`config.mk`:
```
export PLATFORM = sky130hd
export DESIGN_NAME = hamnhan_axi_master_flat
export DESIGN_NICKNAME = d
export VERILOG_FILES = /design/src/rtl/hamnhan_axi_master_if.sv /design/src/rtl/hamnhan_axi_master.sv /design/src/flat_wrapper.sv
export SDC_FILE = /design/constraint.sdc
export NUM_CORES = 1
export LEC_CHECK = 0
export BUFFER_PORTS_ARGS = -buffer_cell sky130_fd_sc_hd__buf_2
export CORE_ASPECT_RATIO = 0.75
export CORE_UTILIZATION = 40
export DETAILED_ROUTE_END_ITERATION = 7
export GPL_TIMING_DRIVEN = 0
export PLACE_DENSITY = 0.74
export SLEW_MARGIN = 15
export SYNTH_ARGS = -nofsm -noshare
export SYNTH_HDL_FRONTEND = slang
export SYNTH_SLANG_ARGS = --single-unit
```
`constraint.sdc`:
```
create_clock -name S_AXI_ACLK -period 2.1 [get_ports S_AXI_ACLK]
set_input_delay 0.105 -clock S_AXI_ACLK [delete_from_list [all_inputs] [get_ports S_AXI_ACLK]]
set_output_delay 0.105 -clock S_AXI_ACLK [all_outputs]
set_load 0.005 [all_outputs]
```
`src/rtl/hamnhan_axi_master_if.sv`:
```
// AXI4-Lite bus between the hamnhan master sequencer and the multiplier slave.
// Signal names follow the AXI master-side naming used on the slave's ports.
interface hamnhan_axi_master_if;
  logic [31:0] M_AXI_AWADDR;
  logic        M_AXI_AWVALID;
  logic        M_AXI_AWREADY;
  logic [31:0] M_AXI_WDATA;
  logic [3:0]  M_AXI_WSTRB;
  logic        M_AXI_WVALID;
  logic        M_AXI_WREADY;
  logic [1:0]  M_AXI_BRESP;
  logic        M_AXI_BVALID;
  logic        M_AXI_BREADY;
  logic [31:0] M_AXI_ARADDR;
  logic        M_AXI_ARVALID;
  logic        M_AXI_ARREADY;
  logic [31:0] M_AXI_RDATA;
  logic [1:0]  M_AXI_RRESP;
  logic        M_AXI_RVALID;
  logic        M_AXI_RREADY;

  modport master (
    output M_AXI_AWADDR, M_AXI_AWVALID, M_AXI_WDATA, M_AXI_WSTRB, M_AXI_WVALID,
           M_AXI_BREADY, M_AXI_ARADDR, M_AXI_ARVALID, M_AXI_RREADY,
    input  M_AXI_AWREADY, M_AXI_WREADY, M_AXI_BRESP, M_AXI_BVALID,
           M_AXI_ARREADY, M_AXI_RDATA, M_AXI_RRESP, M_AXI_RVALID
  );

  modport slave (
    input  M_AXI_AWADDR, M_AXI_AWVALID, M_AXI_WDATA, M_AXI_WSTRB, M_AXI_WVALID,
           M_AXI_BREADY, M_AXI_ARADDR, M_AXI_ARVALID, M_AXI_RREADY,
    output M_AXI_AWREADY, M_AXI_WREADY, M_AXI_BRESP, M_AXI_BVALID,
           M_AXI_ARREADY, M_AXI_RDATA, M_AXI_RRESP, M_AXI_RVALID
  );
endinterface

```
`src/rtl/hamnhan_axi_master.sv`:
```
// AXI4-Lite master sequencer for the hamnhan multiplier slave.
// One command = write {a,b} to the slave register, read the product back,
// then present it (with an error flag) on the response port.
module hamnhan_axi_master #(
  parameter logic [31:0] C_BASEADDR = 32'h79C0_0000,
  parameter int          C_OP_WIDTH = 16
) (
  input  logic                  S_AXI_ACLK,
  input  logic                  S_AXI_ARESETN,
  input  logic                  cmd_valid,
  output logic                  cmd_ready,
  input  logic [C_OP_WIDTH-1:0] cmd_a,
  input  logic [C_OP_WIDTH-1:0] cmd_b,
  output logic                  rsp_valid,
  input  logic                  rsp_ready,
  output logic [31:0]           rsp_data,
  output logic                  rsp_err,
  output logic [15:0]           txn_count,
  hamnhan_axi_master_if.master  m_axi
);

  typedef enum logic [2:0] {
    ST_IDLE,
    ST_WR,
    ST_WRESP,
    ST_RD,
    ST_RDATA,
    ST_DONE
  } state_t;

  localparam logic [1:0] RESP_OKAY = 2'b00;

  state_t      r_state;
  logic        r_awvalid;
  logic        r_wvalid;
  logic [31:0] r_wdata;
  logic        r_bready;
  logic        r_arvalid;
  logic        r_rready;
  logic        r_rsp_valid;
  logic [31:0] r_rsp_data;
  logic        r_rsp_err;
  logic [15:0] r_txn_count;

  logic w_aw_hs;
  logic w_w_hs;
  logic w_aw_done;
  logic w_w_done;

  // Address/write-channel handshakes and "this half of the write is finished" flags.
  assign w_aw_hs   = r_awvalid & m_axi.M_AXI_AWREADY;
  assign w_w_hs    = r_wvalid & m_axi.M_AXI_WREADY;
  assign w_aw_done = w_aw_hs | ~r_awvalid;
  assign w_w_done  = w_w_hs | ~r_wvalid;

  // Only one register on the slave, and all writes are full-word.
  assign m_axi.M_AXI_AWADDR  = C_BASEADDR;
  assign m_axi.M_AXI_ARADDR  = C_BASEADDR;
  assign m_axi.M_AXI_WSTRB   = 4'hF;
  assign m_axi.M_AXI_AWVALID = r_awvalid;
  assign m_axi.M_AXI_WVALID  = r_wvalid;
  assign m_axi.M_AXI_WDATA   = r_wdata;
  assign m_axi.M_AXI_BREADY  = r_bready;
  assign m_axi.M_AXI_ARVALID = r_arvalid;
  assign m_axi.M_AXI_RREADY  = r_rready;

  // cmd_ready is a pure state decode so a command is taken in the very cycle IDLE is entered.
  assign cmd_ready = (r_state == ST_IDLE);
  assign rsp_valid = r_rsp_valid;
  assign rsp_data  = r_rsp_data;
  assign rsp_err   = r_rsp_err;
  assign txn_count = r_txn_count;

  // Sequencer FSM: write operands, collect BRESP, read product, hold response until taken.
  always_ff @(posedge S_AXI_ACLK or negedge S_AXI_ARESETN) begin
    if (!S_AXI_ARESETN) begin
      r_state     <= ST_IDLE;
      r_awvalid   <= 1'b0;
      r_wvalid    <= 1'b0;
      r_wdata     <= '0;
      r_bready    <= 1'b0;
      r_arvalid   <= 1'b0;
      r_rready    <= 1'b0;
      r_rsp_valid <= 1'b0;
      r_rsp_data  <= '0;
      r_rsp_err   <= 1'b0;
      r_txn_count <= '0;
    end else begin
      // NOTE: every state update here is non-blocking so each branch reads the
      // pre-edge values of all registers, exactly like the flops it describes.
      case (r_state)
        ST_IDLE: begin
          if (cmd_valid) begin
            r_wdata   <= {cmd_a, cmd_b};
            r_awvalid <= 1'b1;
            r_wvalid  <= 1'b1;
            r_state   <= ST_WR;
          end
        end

        ST_WR: begin
          // AW and W retire independently; move on once both are gone.
          if (w_aw_hs) r_awvalid <= 1'b0;
          if (w_w_hs)  r_wvalid  <= 1'b0;
          if (w_aw_done && w_w_done) begin
            r_bready <= 1'b1;
            r_state  <= ST_WRESP;
          end
        end

        ST_WRESP: begin
          if (m_axi.M_AXI_BVALID) begin
            r_bready <= 1'b0;
            if (m_axi.M_AXI_BRESP == RESP_OKAY) begin
              r_arvalid <= 1'b1;
              r_state   <= ST_RD;
            end else begin
              // A failed write makes the product meaningless, so the read is skipped.
              r_rsp_err   <= 1'b1;
              r_rsp_data  <= '0;
              r_rsp_valid <= 1'b1;
              r_state     <= ST_DONE;
            end
          end
        end

        ST_RD: begin
          if (m_axi.M_AXI_ARREADY) begin
            r_arvalid <= 1'b0;
            r_rready  <= 1'b1;
            r_state   <= ST_RDATA;
          end
        end

        ST_RDATA: begin
          if (m_axi.M_AXI_RVALID) begin
            r_rready    <= 1'b0;
            r_rsp_data  <= m_axi.M_AXI_RDATA;
            r_rsp_err   <= (m_axi.M_AXI_RRESP != RESP_OKAY);
            r_rsp_valid <= 1'b1;
            r_state     <= ST_DONE;
          end
        end

        ST_DONE: begin
          if (rsp_ready) begin
            r_rsp_valid <= 1'b0;
            r_txn_count <= r_txn_count + 16'd1;
            r_state     <= ST_IDLE;
          end
        end

        default: r_state <= ST_IDLE;
      endcase
    end
  end

endmodule
```
`src/flat_wrapper.sv`:
```
// flat-port wrapper written by rule: the top's interface ports become plain ports
module hamnhan_axi_master_flat 
#(
  parameter logic [31:0] C_BASEADDR = 32'h79C0_0000,
  parameter int          C_OP_WIDTH = 16
)
  (S_AXI_ACLK, S_AXI_ARESETN, cmd_valid, cmd_ready, cmd_a, cmd_b, rsp_valid, rsp_ready, rsp_data, rsp_err, txn_count, m_axi_M_AXI_AWADDR, m_axi_M_AXI_AWVALID, m_axi_M_AXI_WDATA, m_axi_M_AXI_WSTRB, m_axi_M_AXI_WVALID, m_axi_M_AXI_BREADY, m_axi_M_AXI_ARADDR, m_axi_M_AXI_ARVALID, m_axi_M_AXI_RREADY, m_axi_M_AXI_AWREADY, m_axi_M_AXI_WREADY, m_axi_M_AXI_BRESP, m_axi_M_AXI_BVALID, m_axi_M_AXI_ARREADY, m_axi_M_AXI_RDATA, m_axi_M_AXI_RRESP, m_axi_M_AXI_RVALID);
  hamnhan_axi_master_if m_axi_i ();
  input  logic S_AXI_ACLK;
  input  logic S_AXI_ARESETN;
  input  logic cmd_valid;
  output logic cmd_ready;
  input  logic [C_OP_WIDTH-1:0] cmd_a;
  input  logic [C_OP_WIDTH-1:0] cmd_b;
  output logic rsp_valid;
  input  logic rsp_ready;
  output logic [31:0] rsp_data;
  output logic rsp_err;
  output logic [15:0] txn_count;
  output wire logic [$bits(m_axi_i.M_AXI_AWADDR)-1:0] m_axi_M_AXI_AWADDR;
  output wire logic [$bits(m_axi_i.M_AXI_AWVALID)-1:0] m_axi_M_AXI_AWVALID;
  output wire logic [$bits(m_axi_i.M_AXI_WDATA)-1:0] m_axi_M_AXI_WDATA;
  output wire logic [$bits(m_axi_i.M_AXI_WSTRB)-1:0] m_axi_M_AXI_WSTRB;
  output wire logic [$bits(m_axi_i.M_AXI_WVALID)-1:0] m_axi_M_AXI_WVALID;
  output wire logic [$bits(m_axi_i.M_AXI_BREADY)-1:0] m_axi_M_AXI_BREADY;
  output wire logic [$bits(m_axi_i.M_AXI_ARADDR)-1:0] m_axi_M_AXI_ARADDR;
  output wire logic [$bits(m_axi_i.M_AXI_ARVALID)-1:0] m_axi_M_AXI_ARVALID;
  output wire logic [$bits(m_axi_i.M_AXI_RREADY)-1:0] m_axi_M_AXI_RREADY;
  input wire logic [$bits(m_axi_i.M_AXI_AWREADY)-1:0] m_axi_M_AXI_AWREADY;
  input wire logic [$bits(m_axi_i.M_AXI_WREADY)-1:0] m_axi_M_AXI_WREADY;
  input wire logic [$bits(m_axi_i.M_AXI_BRESP)-1:0] m_axi_M_AXI_BRESP;
  input wire logic [$bits(m_axi_i.M_AXI_BVALID)-1:0] m_axi_M_AXI_BVALID;
  input wire logic [$bits(m_axi_i.M_AXI_ARREADY)-1:0] m_axi_M_AXI_ARREADY;
  input wire logic [$bits(m_axi_i.M_AXI_RDATA)-1:0] m_axi_M_AXI_RDATA;
  input wire logic [$bits(m_axi_i.M_AXI_RRESP)-1:0] m_axi_M_AXI_RRESP;
  input wire logic [$bits(m_axi_i.M_AXI_RVALID)-1:0] m_axi_M_AXI_RVALID;
  assign m_axi_M_AXI_AWADDR = m_axi_i.M_AXI_AWADDR;
  assign m_axi_M_AXI_AWVALID = m_axi_i.M_AXI_AWVALID;
  assign m_axi_M_AXI_WDATA = m_axi_i.M_AXI_WDATA;
  assign m_axi_M_AXI_WSTRB = m_axi_i.M_AXI_WSTRB;
  assign m_axi_M_AXI_WVALID = m_axi_i.M_AXI_WVALID;
  assign m_axi_M_AXI_BREADY = m_axi_i.M_AXI_BREADY;
  assign m_axi_M_AXI_ARADDR = m_axi_i.M_AXI_ARADDR;
  assign m_axi_M_AXI_ARVALID = m_axi_i.M_AXI_ARVALID;
  assign m_axi_M_AXI_RREADY = m_axi_i.M_AXI_RREADY;
  assign m_axi_i.M_AXI_AWREADY = m_axi_M_AXI_AWREADY;
  assign m_axi_i.M_AXI_WREADY = m_axi_M_AXI_WREADY;
  assign m_axi_i.M_AXI_BRESP = m_axi_M_AXI_BRESP;
  assign m_axi_i.M_AXI_BVALID = m_axi_M_AXI_BVALID;
  assign m_axi_i.M_AXI_ARREADY = m_axi_M_AXI_ARREADY;
  assign m_axi_i.M_AXI_RDATA = m_axi_M_AXI_RDATA;
  assign m_axi_i.M_AXI_RRESP = m_axi_M_AXI_RRESP;
  assign m_axi_i.M_AXI_RVALID = m_axi_M_AXI_RVALID;
  hamnhan_axi_master #(.C_BASEADDR(C_BASEADDR), .C_OP_WIDTH(C_OP_WIDTH)) u_core (.S_AXI_ACLK(S_AXI_ACLK), .S_AXI_ARESETN(S_AXI_ARESETN), .cmd_valid(cmd_valid), .cmd_ready(cmd_ready), .cmd_a(cmd_a), .cmd_b(cmd_b), .rsp_valid(rsp_valid), .rsp_ready(rsp_ready), .rsp_data(rsp_data), .rsp_err(rsp_err), .txn_count(txn_count), .m_axi(m_axi_i));
endmodule
```
# After elaboration in Yosys (flattened, before gate mapping)
# Index checks and enable logic that the tools add are counted.
[totals]
regBits = 90
input_bits = 77
output_inout_bits = 156
[classes]
n_addsub = 1
eq_ne = 15
muxes = 34
n_bitwise = 6
n_reduce_logical = 20
[op_table]
columns = ["cell", "count"]
rows = [
  ["$mux 32", 3],
  ["$pmux 32 s2", 1],
  ["$mux 3", 7],
  ["$pmux 3 s6", 1],
  ["$add 16x1->16 const B", 1],
  ["$mux 1", 15],
  ["$ne 2x2->1 const B", 6],
  ["$pmux 1 s2", 6],
  ["$reduce_and 3->1", 4],
  ["$reduce_bool 2->1", 6],
  ["$ne 2x1->1 const B", 4],
  ["$reduce_and 4->1", 2],
  ["$eq 3x2->1 const B", 2],
  ["$eq 3x3->1 const B", 2],
  ["$reduce_and 6->1", 1],
  ["$reduce_and 5->1", 1],
  ["$reduce_and 2->1", 2],
  ["$eq 3x1->1 const B", 1],
  ["$logic_not 3->1", 1],
  ["$pmux 1 s3", 1],
  ["$reduce_bool 3->1", 1],
  ["$and 1x1->1", 2],
  ["$logic_not 2->1", 1],
  ["$not 1->1", 2],
  ["other kinds (2)", 3],
]

# Depth between registers and ports, before layout
# Gate-level depths: netlist (run 1).
[depth]
depth_word = 5
depth_mapped = 6
mapped_depth_nobuf = 5

# Worst setup path before layout (run 1)
# OpenSTA, ideal clock, no wires.
[synth_timing]
kind = "register -> register"
start = "register u_core.r_state[2]"
end = "register u_core.r_wdata[12] (netlist: u_core.m_axi.M_AXI_WDATA[12])"
arrival_time_ns = 1.399
setup_slack_ns = 0.576
stages_incl_launch_ff = 6
path_buffers = 2
period_less_slack_ns = 1.524
cell_sequence = "dfrtp_1 -> nor3_1 -> and2_1 -> buf_2 -> buf_4 -> mux2_2"
[synth_via]
elab_chain_cells = 2
[synth_rtl]
columns = ["item", "line_no", "text"]
rows = [
  ["from (decl)", "hamnhan_axi_master.sv:33", "state_t r_state;"],
  ["from (signal assigned)", "hamnhan_axi_master.sv:77", "r_state <= ST_IDLE;"],
  ["from (signal assigned)", "hamnhan_axi_master.sv:97", "r_state <= ST_WR;"],
  ["from (signal assigned)", "hamnhan_axi_master.sv:107", "r_state <= ST_WRESP;"],
  ["$logic_not 3->1", "n/a", ""],
  ["net cmd_ready", "flat_wrapper.sv:12", "output logic cmd_ready;"],
  ["$reduce_and 2->1 (no line)", "n/a", ""],
  ["to (signal assigned)", "hamnhan_axi_master.sv:94", "r_wdata <= {cmd_a, cmd_b};"],
  ["to (decl)", "hamnhan_axi_master.sv:36", "logic [31:0] r_wdata;"],
]
# The timed path passes the listed nets, and every way through them passes these cells.
# A chain may end at the register's enable or synchronous reset.

# Final worst setup path (run 1)
[layout_timing]
start = "register u_core.r_txn_count[0] (netlist: u_core.txn_count[0])"
end = "register u_core.r_txn_count[12] (netlist: u_core.txn_count[12])"
[layout_via]
elab_chain_cells = 1
[layout_rtl]
columns = ["item", "line_no", "text"]
rows = [
  ["from (decl)", "hamnhan_axi_master.sv:43", "logic [15:0] r_txn_count;"],
  ["from (signal assigned)", "hamnhan_axi_master.sv:148", "r_txn_count <= r_txn_count + 16'd1;"],
  ["$add 16x1->16", "hamnhan_axi_master.sv:148", ""],
]
# No other way between the ends.

==> results of run 1 <==
sequential cells by signal, indices dropped and copies added (netlist names), 3 cells and up:
register,count
u_core.txn_count,16
u_core.r_state,3
u_core.rsp_data,32
u_core.m_axi.M_AXI_WDATA,32
layer usage:
layer,global-route usage (%),vias to the layer above,part of all wire (%)
li1,-,1610,-
met1,23.7,1621,40
met2,33.8,188,50
met3,6.35,15,9.2
met4,5.83,0,1.3
met5,0,-,0
worst paths after layout:
check,to,cells after the start
setup / recovery,u_core.txn_count[12],5
hold / removal,u_core.rsp_data[9],2
setup reg to reg,u_core.txn_count[12],5
hold reg to reg,u_core.m_axi.M_AXI_WDATA[10],1
max in group asynchronous,u_core.m_axi.M_AXI_WDATA[25],3
min in group asynchronous,u_core.rsp_data[3],2
metrics by stage:
step	area, um2	instances
3_5_place_dp	5400	700
6_report	6160	761
5_1_grt	6160	761
3_3_place_gp	5370	699
4_1_cts	6160	761
2_1_floorplan	4380	403
worst max-delay path: cells and delay by family (launching register included):
family	cells	cell delay, ns
fa+ha+maj	1	0.30
xor+xnor	1	0.17
flops	1	0.49
simple gates	3	0.72
final cells by class:
cell class,instances,area (um2)
Fill cell,767,3690
Sequential cell,90,2250
Multi-Input combinational cell,224,1510
Timing Repair Buffer,210,1300
Buffer,81,588
Clock buffer,11,233
Tap cell,132,165
Clock inverter,5,78.8
Inverter,8,30.0
power by group through the flow:
stage          clock network [mW]  registers [mW]  logic (mW)
2_1_floorplan                   0            2.84        1.24
5_1_grt                      1.80            2.90        2.61
3_3_place_gp                    0            2.79        2.23
6_report                     1.67            2.81        2.38
3_5_place_dp                    0            2.81        2.31
4_1_cts                      1.72            2.80        2.37
repair_timing:
action / 4_1_cts / 5_1_grt
hold buffers: 45 / 0
resized for setup: 0 / 0
endpoints found under the hold margin: 87 / 0
buffers inserted: 0 / 0
cell families after synthesis:
logic type,share of synthesized area (%)
other,0.182
AND/OR/NAND/NOR,7.15
adder cells (fa/ha/maj),0.303
AO/OA/AOI/OAI,10.5
multiplexers,9.26
XOR/XNOR,3.18
flip-flops,54.5
buffers and inverters,15.0
placed cells by master, fill, tap and decap left out, types with 2 or more instances in the layout:
cell / n
a22o_1: 32
mux2_2: 28
dlygate4sd3_1: 45
clkinv_2: 2
clkbuf_16: 9
clkbuf_1: 2
nand2b_1: 3
nor3_1: 2
buf_4: 74
xor2_1: 3
nor2_1: 10
buf_2: 171
a31oi_1: 2
bufinv_16: 2
nand2_1: 14
nor2b_1: 2
conb_1: 68
mux2_1: 6
nand4_1: 7
a21oi_1: 5
o21ai_0: 6
xnor2_1: 12
dfrtp_1: 90
nand3_1: 6
a22oi_1: 3
inv_1: 8
==> results.yml, run 1 <==
global_route:
  gr-usage-all-layers_pct: 19.7
  grt_pass1_vias: 3364
  grt_max_degree: 48
  grt_pass1_wl_um: 16800
  grt_antenna_before_repair: 0
  grt_overflow_total: 0
drt:
  postRouteAntennaNets: 0
  via_per_inst: 4.51
  wl_per_cell_um: 13.7
  drt_first_pass_iters: 6
  via_count: 3434
  drt_iter0_drc: 152
  drc: 0
  routed_wirelength_um: 10400
synthesis:
  ys_ff_latch: 90
  synth_seq_area_share_pct: 54.5
  avgSynthCellArea_um2: 12.3
  synthCells: 337
  yosys_warnings: 0
  synth_edf_count: 0
  synth-main-ff-cell: "dfrtp_1"
  netlist_area_um2: 4130
  async_reset_ff_share_pct: 100
  synth_area_leaders: "dfrtp_1, buf_4, mux2_2"
  yosysMostFrequentCell: "dfrtp_1"
  synth.distinct_cells: 36
  ys_top_cells_by_count: "dfrtp_1, buf_4, a22o_1"
  synth_area_leader_cell: "dfrtp_1"
  synth_top_cell_area_share_pct: 54.5
sta:
  fin_crit_ns: 1.79
  slew-limit-headroom_pct: 61.3
  rsz0062_at_grt: "no"
  fmax_mhz: 557
  setup_violations: 0
  worst_pin_slew_ns: 0.581
  skew_ns: 0.00885
  finalHoldViolations: 0
  fin_ws_ns: 0.306
  whs_ns: 0.0129
  report.final.slew_viol_count: 0
  post-route-period-util_pct: 85.4
  setup-tns-final_ns: 0
floorplan:
  fp.dieW_um: 119
  fp.dieArea_um2: 10700
  core_um2: 9850
  start_util_pct: 41.9
  die_y_um: 90.0
  io_pins: 233
  rows: 31
power_and_ir_drop:
  powerDensity_nw_per_um2: 1110
  intPower_mw: 4.76
  swShare_pct: 30.6
  combinationalPowerShare_pct: 34.7
  total_power_mw: 6.86
  p_leak_nw: 3.33
  power_frac_seq_pct: 41.0
  power_frac_clock_pct: 24.3
  vdd_drop_max_uv: 624
  power_switching_mw: 2.10
critical_path:
  worstPathMaxFanout: 7
  worst_path_max_delay_cell: "dfrtp_1"
  worstSetupStartpointType: "flip-flop"
  crit_chain: "ha_1 > nand4_1 > nor4_2 > nand4_1 > xnor2_1"
  cp_data_arrival_time_ns: 2.00
  crit_top_cell: "nand4_1"
  end_kind: "flip-flop"
  reg2reg_slack_ns: 0.31
  crit_type: "flip-flop to flip-flop"
  crit_start: "u_core.txn_count[0]"
  cpPeakStageDelay_ns: 0.49
  crit_required_ns: 2.31
  r2r_start: "u_core.txn_count[0]"
cts:
  cts_tree: "built"
  cts.sinks: 90
  cts_made_buffers: 9
  ctsRootBufferMaster: "clkbuf_16"
  h-tree-depth: 3
  worstSkewPairLatency_ns: 0.33
  clk_path_buf_depth: 2
  cts.clk_slew.worst_paths_ns: 0.07
finish:
  final_core_utilization_pct: 62.5
  area_growth_pct: 49.0
  antenna_cells: 0
  drive_gt1_share_pct: 46.7
  nNetsFinal: 702
placed_design:
  routabilityCongestion: 0.824
  pre_cts_ws_ns: 0.306
  io_buffers: 164
  dp_hpwl_um: 7150
run:
  cap_violations: 0
hold_path:
  hp-start: "m_axi_M_AXI_RDATA[9]"
  hp-class: "input port to flip-flop"
outcome:
  status: "finished clean"
(Power assumes the default switching activity.)
==> run 2: changes to the inputs <==
--- a/config.mk
+++ b/config.mk
@@ -9,7 +9,6 @@
 export CORE_ASPECT_RATIO = 0.75
 export CORE_UTILIZATION = 40
 export DETAILED_ROUTE_END_ITERATION = 7
-export GPL_TIMING_DRIVEN = 0
 export PLACE_DENSITY = 0.74
 export SLEW_MARGIN = 15
 export SYNTH_ARGS = -nofsm -noshare
==> results.yml, run 2 (synthesis results as in run 1) <==
hold_path:
  holdPathEnd: "u_core.m_axi.M_AXI_WDATA[1]"
  hp-class: "input port to flip-flop"
  hp-start: "cmd_b[1]"
  holdPathStages: 2
power_and_ir_drop:
  vdd_drop_max_uv: 563
  p_leak_nw: 2.88
  powerDensity_nw_per_um2: 1200
global_route:
  gr-usage-all-layers_pct: 17.0
  grt_max_degree: 40
  grt_antenna_before_repair: 2
  grt_overflow_total: 0
  grt_pass1_wl_um: 14700
  grt_pass1_vias: 2960
floorplan:
  io_pins: 233
  rows: 31
  die_y_um: 90.0
  core_um2: 9850
  fp.dieArea_um2: 10700
  start_util_pct: 41.9
  fp.dieW_um: 119
critical_path:
  crit_type: "flip-flop to flip-flop"
  worstSetupStartpointType: "flip-flop"
  crit_required_ns: 2.31
  end_kind: "flip-flop"
  reg2reg_slack_ns: 0.34
  r2r_start: "u_core.r_state[0]"
  r2r-end: "u_core.txn_count[15]"
  cp_data_arrival_time_ns: 1.97
  reg2reg_depth: 4
  worstPathMaxFanout: 11
sta:
  whs_ns: 0.0145
  skew_ns: 0.0111
  finalHoldViolations: 0
  fmax_mhz: 567
  setup-tns-final_ns: 0
  rsz0062_at_grt: "no"
  report.final.slew_viol_count: 0
  post-route-period-util_pct: 84.0
  setup_violations: 0
  fin_ws_ns: 0.336
  fin_crit_ns: 1.76
drt:
  postRouteAntennaNets: 0
  wl_per_cell_um: 13.5
  via_count: 3025
  drc: 0
  drt_iter0_drc: 93
  via_per_inst: 4.49
  drt_first_pass_iters: 4
  routed_wirelength_um: 9070
cts:
  cts.sinks: 90
  postCtsSetupBuffers: 0
  cts.clk_slew.worst_paths_ns: 0.07
  cts_made_buffers: 9
  clk_path_buf_depth: 2
  worstSkewPairLatency_ns: 0.33
  cts_tree: "built"
  cts_resized: 0
  h-tree-depth: 3
  ctsRootBufferMaster: "clkbuf_16"
placed_design:
  place_area_um2: 4860
  pre_cts_ws_ns: 0.335
  io_buffers: 164
  routabilityCongestion: 0.856
  dp_hpwl_um: 6360
outcome:
  status: "finished clean"
finish:
  area_growth_pct: 32.9
  layout_common_cells: "buf_2, dfrtp_1, conb_1, dlygate4sd3_1, a22o_1"
  stdcell_area_um2: 5490
  mostFrequentLayoutCell: "buf_2"
  nNetsFinal: 614
  drive_gt1_share_pct: 39.9
  fillerInstances: 838
  antenna_cells: 0
run:
  cap_violations: 0
==> run 2: repair_timing <==
action | in CTS | in global routing
hold endpoints to repair | 66 | 2
hold buffers | 32 | 2
endpoints found under the setup margin | 0 | 0
==> run 2: per-stage QoR <==
step                cells  power [mW]  utilization (%)
CTS                   671        6.63             55.5
finish                673        6.56             55.7
detailed placement    623        4.99             49.4
global placement      623        4.90             49.4
global route          673        6.99             55.7
floorplan             403        4.08                -
==> run 2: power breakdown <==
part,internal [mW],switching (mW)
combinational,1.21,0.926
clock,0.924,0.639
sequential,2.40,0.472
total,4.53,2.04
==> run 2: layout make-up <==
| cell class | count | area, um2 | area share [%] |
|---|---|---|---|
| Clock buffer | 12 | 236 | 4.31 |
| Sequential cell | 90 | 2250 | 41.0 |
| Tap cell | 132 | 165 | 3.01 |
| Inverter | 8 | 30.0 | 0.547 |
| Clock inverter | 4 | 52.6 | 0.957 |
| Timing Repair Buffer | 203 | 1240 | 22.6 |
| Multi-Input combinational cell | 224 | 1520 | 27.6 |
==> run 2: how the worst max path moves through the flow <==
stage                                  from                      endpoint  slack (ns)  depth (start not counted)
after floorplan           u_core.r_state[2]  u_core.m_axi.M_AXI_WDATA[12]        0.58                          5
after global routing      u_core.r_state[2]          u_core.txn_count[14]        0.22                          4
after global placement    u_core.r_state[0]          u_core.txn_count[12]        0.40                          4
after detailed placement  u_core.r_state[0]          u_core.txn_count[15]        0.33                          4
after CTS                 u_core.r_state[0]          u_core.txn_count[15]        0.31                          4
final                     u_core.r_state[0]          u_core.txn_count[15]        0.34                          4
==> run 2: routing by layer <==
layer	track usage [%]	wire length (um)	vias up
li1	-	-	1428
met4	3.85	48	4
met1	21.8	3930	1429
met5	0	34	-
met2	28.4	4320	155
met3	5.20	743	9
==> run 2: worst max-delay path, cell delays in order, from the launching register on <==
cell and delay, ns:
dfrtp_1 0.61, nand4b_4 0.28, nor4_4 0.44, nand4_1 0.16
xnor2_1 0.15
==> run 3: changes to the inputs <==
==> constraint.sdc (replaced) <==
create_clock -name S_AXI_ACLK -period 1.8 [get_ports S_AXI_ACLK]
set_input_delay 0.09 -clock S_AXI_ACLK [delete_from_list [all_inputs] [get_ports S_AXI_ACLK]]
set_output_delay 0.09 -clock S_AXI_ACLK [all_outputs]
set_load 0.005 [all_outputs]
==> results.yml, run 3 (synthesis results as in run 1) <==
finish:
  stdcell_area_um2: 5850
  fillerInstances: 766
  mostFrequentLayoutCell: "buf_2"
  area_growth_pct: 41.5
  antenna_cells: 0
  nNetsFinal: 648
  layout_common_cells: "buf_2, dfrtp_1, conb_1, dlygate4sd3_1, a22o_1"
  final_cells: 706
  drive_gt1_share_pct: 38.0
run:
  cap_violations: 0
critical_path:
  r2r_start: "u_core.txn_count[0]"
  worstSetupStartpointType: "flip-flop"
  reg2reg_slack_ns: 0.14
  end_kind: "flip-flop"
  cp_data_arrival_time_ns: 1.86
  crit_required_ns: 2.01
  crit_type: "flip-flop to flip-flop"
  reg2reg_depth: 5
  worstPathMaxFanout: 7
  r2r-end: "u_core.txn_count[12]"
sta:
  whs_ns: 0.0529
  setup_violations: 0
  post-route-period-util_pct: 92.1
  report.final.slew_viol_count: 0
  fmax_mhz: 603
  rsz0062_at_grt: "no"
  finalHoldViolations: 0
  skew_ns: 0.00561
  setup-tns-final_ns: 0
  fin_crit_ns: 1.66
global_route:
  grt_overflow_total: 0
  grt_use_met1_pct: 21.5
  grt_antenna_before_repair: 1
  gr-usage-all-layers_pct: 18.0
  met2_usage_pct: 30.5
  grt_pass1_vias: 3095
  grt_use_met3_pct: 6.15
  grt.busiest_layer: "met2"
  grt_pass1_wl_um: 15300
  grt_max_degree: 45
drt:
  drt_iter0_drc: 95
  drt_first_pass_iters: 4
  routed_wirelength_um: 9710
  wl_per_cell_um: 13.8
  via_per_inst: 4.58
  via_count: 3235
  postRouteAntennaNets: 0
  drc: 0
power_and_ir_drop:
  power_frac_seq_pct: 41.5
  power_frac_clock_pct: 24.2
  powerDensity_nw_per_um2: 1350
  p_leak_nw: 3.05
  vdd_drop_max_uv: 726
  power_switching_mw: 2.37
  combinationalPowerShare_pct: 34.3
  swShare_pct: 30.1
  intPower_mw: 5.50
floorplan:
  fp.dieArea_um2: 10700
  fp.dieW_um: 119
  io_pins: 233
  rows: 31
  core_um2: 9850
  start_util_pct: 41.9
  die_y_um: 90.0
cts:
  cts_tree: "built"
  postCtsSetupBuffers: 0
  worstSkewPairLatency_ns: 0.33
  h-tree-depth: 3
  cts.clk_slew.worst_paths_ns: 0.06
  ctsRootBufferMaster: "clkbuf_16"
  cts.sinks: 90
  cts_made_buffers: 9
  clk_path_buf_depth: 2
hold_path:
  hp-start: "m_axi_M_AXI_AWREADY"
  holdPathStages: 4
  hp-class: "input port to flip-flop"
  holdPathEnd: "u_core.m_axi.M_AXI_AWVALID"
placed_design:
  dp.cells: 626
  dp_hpwl_um: 6240
  place_area_um2: 4900
  routabilityCongestion: 0.893
  io_buffers: 164
outcome:
  status: "finished clean"
run 3: what timing repair did:
| action | CTS | global route |
|---|---|---|
| hold endpoints to repair | 95 | 0 |
| hold buffers | 65 | 0 |
| resized for setup | 0 | 0 |
| setup endpoints to repair | 0 | 0 |
run 3: area by class of cell:
cell class	count	area, um2	share of cell area [%]
Timing Repair Buffer	237	1580	27.1
Clock buffer	12	236	4.04
Clock inverter	3	65.1	1.11
Tap cell	132	165	2.82
Multi-Input combinational cell	224	1520	25.9
Inverter	8	30.0	0.513
Sequential cell	90	2250	38.5
run 3: metal layers:
layer | share of wire, % | vias up | routed length, um
met5 | 0.10 | - | 10
met4 | 1.4 | 2 | 137
met3 | 9.3 | 16 | 899
met2 | 48 | 179 | 4630
met1 | 42 | 1538 | 4030
li1 | - | 1500 | -
run 3: how the worst max path moves through the flow:
stage,start,endpoint,slack (ns),depth (start not counted)
final,u_core.txn_count[0],u_core.txn_count[12],0.14,5
after global routing,u_core.txn_count[0],u_core.txn_count[12],0.02,5
after CTS,u_core.txn_count[0],u_core.txn_count[12],0.12,5
after detailed placement,u_core.txn_count[0],u_core.txn_count[12],0.13,5
after global placement,u_core.txn_count[0],u_core.txn_count[12],0.20,5
after floorplan,u_core.r_state[2],u_core.m_axi.M_AXI_WDATA[12],0.28,5
run 3: through the flow:
| stage | utilization [%] | power, mW | setup slack (ns) |
|---|---|---|---|
| 3_3_place_gp | 49.7 | 5.76 | 0.201 |
| 2_1_floorplan | - | 4.76 | 0.276 |
| 4_1_cts | 59.4 | 7.91 | 0.118 |
| 3_5_place_dp | 49.7 | 5.86 | 0.133 |
| 5_1_grt | 59.4 | 8.37 | 0.0154 |
| 6_report | 59.4 | 7.87 | 0.142 |
run 3: power by group through the flow:
stage | logic (mW) | registers (mW) | clock network (mW)
detailed placement | 2.59 | 3.26 | 0
CTS | 2.69 | 3.26 | 1.97
floorplan | 1.45 | 3.31 | 0
global placement | 2.52 | 3.24 | 0
finish | 2.70 | 3.27 | 1.91
global route | 2.95 | 3.37 | 2.05
run 3: worst max-delay path: stages, from the launching register on:
cell and delay (ns):
dfrtp_1 0.46, ha_1 0.28, nand4_1 0.12, nor4_2 0.38, nand4_1 0.16, xnor2_1 0.15
